--- config.mk ---
export PLATFORM = sky130hd
export DESIGN_NAME = sram_dump_unit
export DESIGN_NICKNAME = d
export VERILOG_FILES = /design/src/rtl/sram_dump_unit_pkg.sv /design/src/rtl/sram_dump_csum.sv /design/src/rtl/sram_dump_unit.sv
export SDC_FILE = /design/constraint.sdc
export NUM_CORES = 1
export LEC_CHECK = 0
export ABC_AREA = 1
export CAP_MARGIN = 20
export CORE_MARGIN = 2
export CORE_UTILIZATION = 51
export DETAILED_ROUTE_END_ITERATION = 7
export GPL_ROUTABILITY_DRIVEN = 0
export PLACE_DENSITY_LB_ADDON = 0.12
export SLEW_MARGIN = 20
export SYNTH_ARGS = -nofsm -noshare
export SYNTH_HDL_FRONTEND = slang
export SYNTH_SLANG_ARGS = --single-unit
--- constraint.sdc ---
create_clock -name clk -period 1.5 [get_ports clk]
set_input_delay 0.3 -clock clk [delete_from_list [all_inputs] [get_ports clk]]
set_output_delay 0.3 -clock clk [all_outputs]
set_load 0.05 [all_outputs]
--- src/rtl/sram_dump_unit_pkg.sv ---
// Shared defaults and FSM encoding for the SRAM readback engine.
// Optional trailing checksum byte is enabled with SRAM_DUMP_CSUM_EN.
package sram_dump_unit_pkg;

  localparam int WORD_SIZE_DEF = 8;
  localparam int ADDR_SIZE_DEF = 8;

  typedef enum logic [1:0] {
    ST_IDLE = 2'd0,
    ST_READ = 2'd1,
    ST_SEND = 2'd2,
    ST_CSUM = 2'd3
  } state_t;

endpackage

--- src/rtl/sram_dump_csum.sv ---
// Running modular sum of dumped words; o_neg is the value that makes the
// whole stream sum to zero. Used only when SRAM_DUMP_CSUM_EN is defined.
module sram_dump_csum #(
  parameter int W = 8
) (
  input  logic         i_clk,
  input  logic         i_rst_n,
  input  logic         i_clr,
  input  logic         i_add,
  input  logic [W-1:0] i_data,
  output logic [W-1:0] o_neg
);

  logic [W-1:0] r_acc;

  always_ff @(posedge i_clk or negedge i_rst_n) begin
    if (!i_rst_n) begin
      r_acc <= '0;
    end else if (i_clr) begin
      r_acc <= '0;
    end else if (i_add) begin
      r_acc <= r_acc + i_data;
    end
  end

  assign o_neg = '0 - r_acc;

endmodule

--- src/rtl/sram_dump_unit.sv ---
// Sequential SRAM window readback streamed over valid/ready.
// Define SRAM_DUMP_CSUM_EN to append a two's-complement checksum byte.
//
// Handshake: dout/dout_last are held while dout_valid=1 and dout_ready=0;
// a byte moves on a rising edge with dout_valid & dout_ready, and
// dout_valid never falls without such a transfer.
module sram_dump_unit
  import sram_dump_unit_pkg::*;
#(
  parameter int word_size = WORD_SIZE_DEF,
  parameter int addr_size = ADDR_SIZE_DEF
) (
  input  logic                 clk,
  input  logic                 rst,
  input  logic                 start,
  input  logic [addr_size-1:0] first_addr,
  input  logic [addr_size-1:0] last_addr,
  output logic                 mem_rd,
  output logic [addr_size-1:0] mem_addr,
  input  logic [word_size-1:0] mem_data,
  output logic [word_size-1:0] dout,
  output logic                 dout_valid,
  input  logic                 dout_ready,
  output logic                 dout_last,
  output logic                 busy,
  output logic                 done,
  output state_t               dbg_state
);

  localparam logic [addr_size-1:0] ADDR_ONE = {{(addr_size-1){1'b0}}, 1'b1};
  localparam logic [addr_size:0]   REM_ONE  = {{addr_size{1'b0}}, 1'b1};

  state_t                 r_state;
  state_t                 w_next;
  logic [addr_size-1:0]   r_addr;
  logic [addr_size-1:0]   r_mem_addr;
  logic [addr_size:0]     r_remaining;
  logic [word_size-1:0]   r_dout;
  logic                   r_done;
  logic [addr_size-1:0]   w_span;
  logic                   w_start;
  logic                   w_xfer;
  logic                   w_end;

  assign w_span  = last_addr - first_addr;
  assign w_start = (r_state == ST_IDLE) && start;
  assign w_xfer  = (r_state == ST_SEND) && dout_ready;

`ifdef SRAM_DUMP_CSUM_EN
  logic [word_size-1:0] w_csum;

  sram_dump_csum #(.W(word_size)) u_csum (
    .i_clk   (clk),
    .i_rst_n (rst),
    .i_clr   (w_start),
    .i_add   (w_xfer),
    .i_data  (r_dout),
    .o_neg   (w_csum)
  );

  assign w_end = (r_state == ST_CSUM) && dout_ready;
`else
  assign w_end = w_xfer && (r_remaining == REM_ONE);
`endif

  always_comb begin
    w_next = r_state;
    case (r_state)
      ST_IDLE: if (start) w_next = ST_READ;
      ST_READ: w_next = ST_SEND;
      ST_SEND: begin
        if (dout_ready) begin
          if (r_remaining == REM_ONE) begin
`ifdef SRAM_DUMP_CSUM_EN
            w_next = ST_CSUM;
`else
            w_next = ST_IDLE;
`endif
          end else begin
            w_next = ST_READ;
          end
        end
      end
      ST_CSUM: if (dout_ready) w_next = ST_IDLE;
      default: w_next = ST_IDLE;
    endcase
  end

  always_ff @(posedge clk or negedge rst) begin
    if (!rst) begin
      r_state     <= ST_IDLE;
      r_addr      <= '0;
      r_mem_addr  <= '0;
      r_remaining <= '0;
      r_dout      <= '0;
      r_done      <= 1'b0;
    end else begin
      r_state <= w_next;
      r_done  <= w_end;
      if (w_start) begin
        r_addr      <= first_addr;
        r_remaining <= {1'b0, w_span} + REM_ONE;
      end
      if (r_state == ST_READ) begin
        r_dout     <= mem_data;
        r_mem_addr <= r_addr;
      end
      if (w_xfer) begin
        r_addr      <= r_addr + ADDR_ONE;
        r_remaining <= r_remaining - REM_ONE;
      end
    end
  end

  // Outside READ the address port keeps showing the last address read.
  assign mem_rd    = (r_state == ST_READ);
  assign mem_addr  = mem_rd ? r_addr : r_mem_addr;
  assign busy      = (r_state != ST_IDLE) || r_done;
  assign done      = r_done;
  assign dbg_state = r_state;

`ifdef SRAM_DUMP_CSUM_EN
  assign dout_valid = (r_state == ST_SEND) || (r_state == ST_CSUM);
  assign dout       = (r_state == ST_CSUM) ? w_csum : r_dout;
  assign dout_last  = (r_state == ST_CSUM);
`else
  assign dout_valid = (r_state == ST_SEND);
  assign dout       = r_dout;
  assign dout_last  = (r_state == ST_SEND) && (r_remaining == REM_ONE);
`endif

endmodule

==> flow_metrics.py, run 1 <==
metrics = {
    "yosys": {
        "yosys_register_bits": 36,
        "synth_edf_count": 0,
        "syn_nets": 360,
        "ys_top_cells_by_area": "dfrtp_1 (38%), nand2_1 (14%), inv_1 (6.7%)",
        "yosysTopAreaCellShare_pct": 38.26,
        "seq_area_frac_synth_pct": 38.26,
        "synthFlopType": "dfrtp_1",
        "yosysTopAreaCell": "dfrtp_1",
        "netlist_area_um2": 2355,
        "ys_types": 35,
        "yosys_warnings": 0,
        "postSynthAreaPerCell_um2": 7.359,
        "syn_inst": 320,
        "synthArstFlopShare_pct": 100.0,
    },
    "place": {
        "numPortBuffers": 50,
        "dp_hpwl_um": 4881,
        "place_ws_ns": -1.038,
    },
    "run_status": {
        "firstError": "[ERROR DPL-0038] Utilization greater than 100%, impossible to legalize",
        "haltStage": "5_1_grt",
        "outcome": "stopped before the end",
    },
    "sta": {
        "endpoint_type": "primary output",
        "postGrtWorstEndpoint": "mem_addr[7]",
    },
    "floorplanning": {
        "die_x_um": 71.95,
        "initial_core_util_pct": 53.34,
        "die_height_um": 71.95,
        "ios": 51,
        "rows": 24,
    },
    "clock_tree": {
        "h-tree-depth": 2,
        "cts_root_buf": "clkbuf_8",
        "numCtsBuffers": 5,
        "clkSinkCount": 36,
        "clock_path_buffers": 2,
    },
    "global_route": {
        "grt_max_degree": 37,
    },
}
-- cell families after synthesis --
logic type	after synthesis	share of synthesized area, %
AND/OR/NAND/NOR	163	30.71
buffers and inverters	57	10.10
AO/OA/AOI/OAI	48	12.75
flip-flops	36	38.26
adder cells (fa/ha/maj)	12	6.695
XOR/XNOR	4	1.488
-- synthesized netlist by cell type, types with 2 or more instances --
library cell,count
a21oi_1,12
a221oi_2,2
a31oi_1,4
buf_2,2
buf_4,3
dfrtp_1,36
ha_1,11
inv_1,42
inv_2,8
nand2_1,88
nand2_2,5
nand3_1,26
nand4_1,3
nor2_1,25
nor2_2,5
nor3_1,5
o21ai_0,5
o21ai_1,12
o221ai_1,4
o22ai_1,4
xor2_1,4
-- metrics by stage --
step / hold WS, ns / utilization (%) / cells / instance area, um^2
after floorplan: 0.004409 / - / 320 / 2524
after global placement: 0.5047 / 81.32 / 459 / 3590
after detailed placement: 0.5102 / 81.32 / 459 / 3590
after CTS: 0.3974 / 90.67 / 482 / 4003
-- timing repair --
item,in CTS
gates cloned,1
hold buffers,0
setup buffers,15
gates resized for setup,78
endpoints found under the setup margin,20
pin swaps,37
==> inputs of run 2 (changes only) <==
Settings changed: CORE_UTILIZATION 51 to 40, PLACE_DENSITY_LB_ADDON 0.12 to 0.15.
==> run 2 against run 1 <==
- area after synthesis unchanged
- the flow now finishes, with violations (setup timing)
- synthesized cell count did not move
==> flow_metrics.py, run 2 <==
metrics = {
    "yosys": {
        "ys_top_cells_by_area": "dfrtp_1 (38%), nand2_1 (14%), inv_1 (6.7%)",
        "seq_area_frac_synth_pct": 38.26,
        "postSynthAreaPerCell_um2": 7.359,
        "syn_nets": 360,
        "yosysTopAreaCellShare_pct": 38.26,
        "netlist_area_um2": 2355,
        "ys_types": 35,
        "yosysTopAreaCell": "dfrtp_1",
        "synth_edf_count": 0,
        "synthArstFlopShare_pct": 100.0,
        "ys_top_cells_by_count": "nand2_1 (88), inv_1 (42), dfrtp_1 (36)",
        "syn_inst": 320,
        "yosys_warnings": 0,
        "synth_most_common_cell": "nand2_1",
        "yosys_register_bits": 36,
        "synthFlopType": "dfrtp_1",
    },
    "clock_tree": {
        "clk_pin_slew_ns": 0.07,
        "cts_root_buf": "clkbuf_8",
        "clkSinkCount": 36,
        "h-tree-depth": 2,
        "clk_latency_ns": 0.30,
        "cts_tree": "built",
        "numCtsBuffers": 5,
        "clock_path_buffers": 2,
        "cts_hold_buf": 0,
    },
    "route": {
        "drtPass1Iterations": 5,
        "drtIter0Drc": 103,
        "drc": 0,
        "drt_wl_total_um": 7582,
        "routedWlPerCell_um": 14.93,
        "ant_nets": 0,
        "viasPerCell": 5.114,
        "num_vias": 2598,
    },
    "place": {
        "dp_hpwl_um": 4944,
        "numPortBuffers": 50,
        "placed_cell_area_um2": 3615,
    },
    "worst_setup_path": {
        "path_class": "flip-flop to output pin",
        "slowest_delay_ns": 0.42,
        "path_buf_inv": 2,
        "r2r_cells": 11,
        "path_cells": "nor2_2 -> nand4_1 -> nor2_2 -> inv_2 -> nor2_4 -> buf_12",
        "rrSetupSlack_ns": -0.18,
        "crit_fanout": 3,
        "cp_common_cell": "nor2_2",
        "critical_path.top_delay_family": "simple AND/OR/NAND/NOR gates",
        "worst_setup_path_start_kind": "flip-flop",
        "arrival_ns": 1.52,
        "cp.required_ns": 1.20,
        "slowest_stage": "dfrtp_1",
        "r2r_start": "r_remaining[1]$_DFFE_PN0P_",
        "reg2reg_to": "r_remaining[7]$_DFFE_PN0P_",
        "cp-end-kind": "output pin",
    },
    "run_status": {
        "violations": "setup timing",
        "outcome": "finished, violations left",
    },
    "floorplanning": {
        "core_um2": 5608,
        "die_x_um": 80.73,
        "initial_core_util_pct": 41.99,
        "die-area_um2": 6517,
        "rows": 27,
        "die_height_um": 80.73,
        "ios": 51,
    },
    "cells_and_area": {
        "largest-register": "r_remaining",
        "final_common_cell": "nand2_1",
        "antenna_cells": 0,
        "largest_reg_flops": 9,
        "area_growth_pct": 81.51,
        "nets": 475,
        "drive_gt1_share_pct": 45.87,
        "mostFrequentLayoutCells": "nand2_1 (70), buf_4 (40), dfrtp_1 (34), inv_1 (32), buf_12 (24)",
        "finalInstanceArea_um2": 4274,
    },
    "power": {
        "power_frac_clock_pct": 7.9,
        "p_sw_uw": 4273,
        "swShare_pct": 47.35,
        "combPwrFrac_pct": 72.2,
        "power_frac_seq_pct": 19.9,
        "p_int_uw": 4750,
        "p_total_uw": 9023,
        "vdd_drop_max_mv": 1.341,
        "power.leakage_uw": 0.002004,
        "power_density_nw_per_um2": 2111,
    },
    "min_path": {
        "hold_path.class": "primary input to async pin",
    },
    "global_route": {
        "grt_pass1_wl_um": 11180,
        "grt_most_used_layer": "met2",
        "grt_pass1_vias": 2494,
        "grtUsageMet3_pct": 4.382,
        "met2_usage_pct": 40.33,
        "grtUsageMet1_pct": 26.38,
        "antenna_found_initial": 0,
        "grt_max_degree": 37,
        "grt-ovfl-total": 0,
        "grt_usage_pct": 22.48,
    },
    "sta": {
        "fin_crit_ns": 1.819,
        "tightest_slew_ns": 0.2929,
        "skew_ns": 0.009897,
        "post-route-period-util_pct": 121.3,
        "hold_viol": 0,
        "setup_viol": 28,
        "fin_ws_ns": -0.3193,
        "relSlewSlack_pct": 80.40,
        "fmax_ghz": 0.5497,
        "rsz0062_at_grt": "yes",
        "hold_ws_ns": 0.3720,
        "final_max_slew_viol_count": 0,
    },
    "flow_run": {
        "drv_cap": 0,
    },
}
-- run 2: cell counts after synthesis --
No cell type changed its count.
-- run 2: worst max-delay path by stage --
stage / from / end / slack, ns / cells past startpoint
floorplan: dbg_state[0]$_DFFE_PN0P_ / mem_addr[0] / -0.44 / 5
global placement: last_addr[0] / r_remaining[6]$_DFFE_PN0P_ / -1.03 / 13
detailed placement: last_addr[0] / r_remaining[6]$_DFFE_PN0P_ / -1.09 / 13
CTS: r_remaining[1]$_DFFE_PN0P_ / dout_last / -0.30 / 7
global route: r_remaining[2]$_DFFE_PN0P_ / dout_last / -0.44 / 6
finish: r_remaining[2]$_DFFE_PN0P_ / dout_last / -0.32 / 6
-- run 2: kinds of logic (layout without fill, tap and decap cells) --
family / count (synthesis) / after routing / synth area share, %
AND/OR/NAND/NOR: 163 / 163 / 30.71
buffers and inverters: 57 / 173 / 10.10
AO/OA/AOI/OAI: 48 / 48 / 12.75
flip-flops: 36 / 36 / 38.26
adder cells (fa/ha/maj): 12 / 12 / 6.695
XOR/XNOR: 4 / 4 / 1.488
-- run 2: cell type report --
cell class | instances | area [um^2]
Multi-Input combinational cell | 227 | 1643
Fill cell | 378 | 1334
Timing Repair Buffer | 114 | 1311
Sequential cell | 36 | 905.9
Inverter | 51 | 236.5
Tap cell | 72 | 90.09
Clock buffer | 5 | 68.82
Clock inverter | 3 | 18.77
-- run 2: power by group through the flow --
| stage | Sequential (uW) | Combinational [uW] | Clock, uW |
|---|---|---|---|
| 3_5_place_dp | 1810 | 5510 | 0 |
| 2_1_floorplan | 2180 | 2720 | 0 |
| 6_report | 1800 | 6510 | 711 |
| 5_1_grt | 1850 | 6890 | 767 |
| 4_1_cts | 1770 | 5920 | 709 |
| 3_3_place_gp | 1780 | 5400 | 0 |
-- run 2: timing repair --
action / CTS / global route
setup buffers: 8 / 13
cloned: 0 / 1
setup endpoints to repair: 21 / 30
hold endpoints to repair: 0 / 0
resized for setup: 72 / 60
pin swaps: 26 / 30
-- run 2: metrics by stage --
stage | std cells | setup TNS (ns) | util [%] | setup WS [ns]
2_1_floorplan | 320 | -7.612 | - | -0.4433
3_3_place_gp | 479 | -8.758 | 64.46 | -1.025
3_5_place_dp | 479 | -9.546 | 64.46 | -1.093
4_1_cts | 495 | -4.765 | 70.68 | -0.2990
5_1_grt | 508 | -6.638 | 76.22 | -0.4446
6_report | 508 | -4.847 | 76.22 | -0.3193
-- run 2: per-layer routing --
layer / wire length (um) / vias to the layer above / part of all wire [%]
met2: 4054 / 70 / 53
met5: 0 / - / 0
li1: - / 1270 / -
met1: 3061 / 1246 / 40
met4: 159 / 0 / 2.1
met3: 307 / 12 / 4.0
Note: power is estimated with default switching activity, not from simulation.
==> inputs of run 3 (changes only) <==
Settings changed: HOLD_SLACK_MARGIN set to 0.12.
==> results of run 3 <==
Final layout, timing and power as in run 2 (identical DEF).
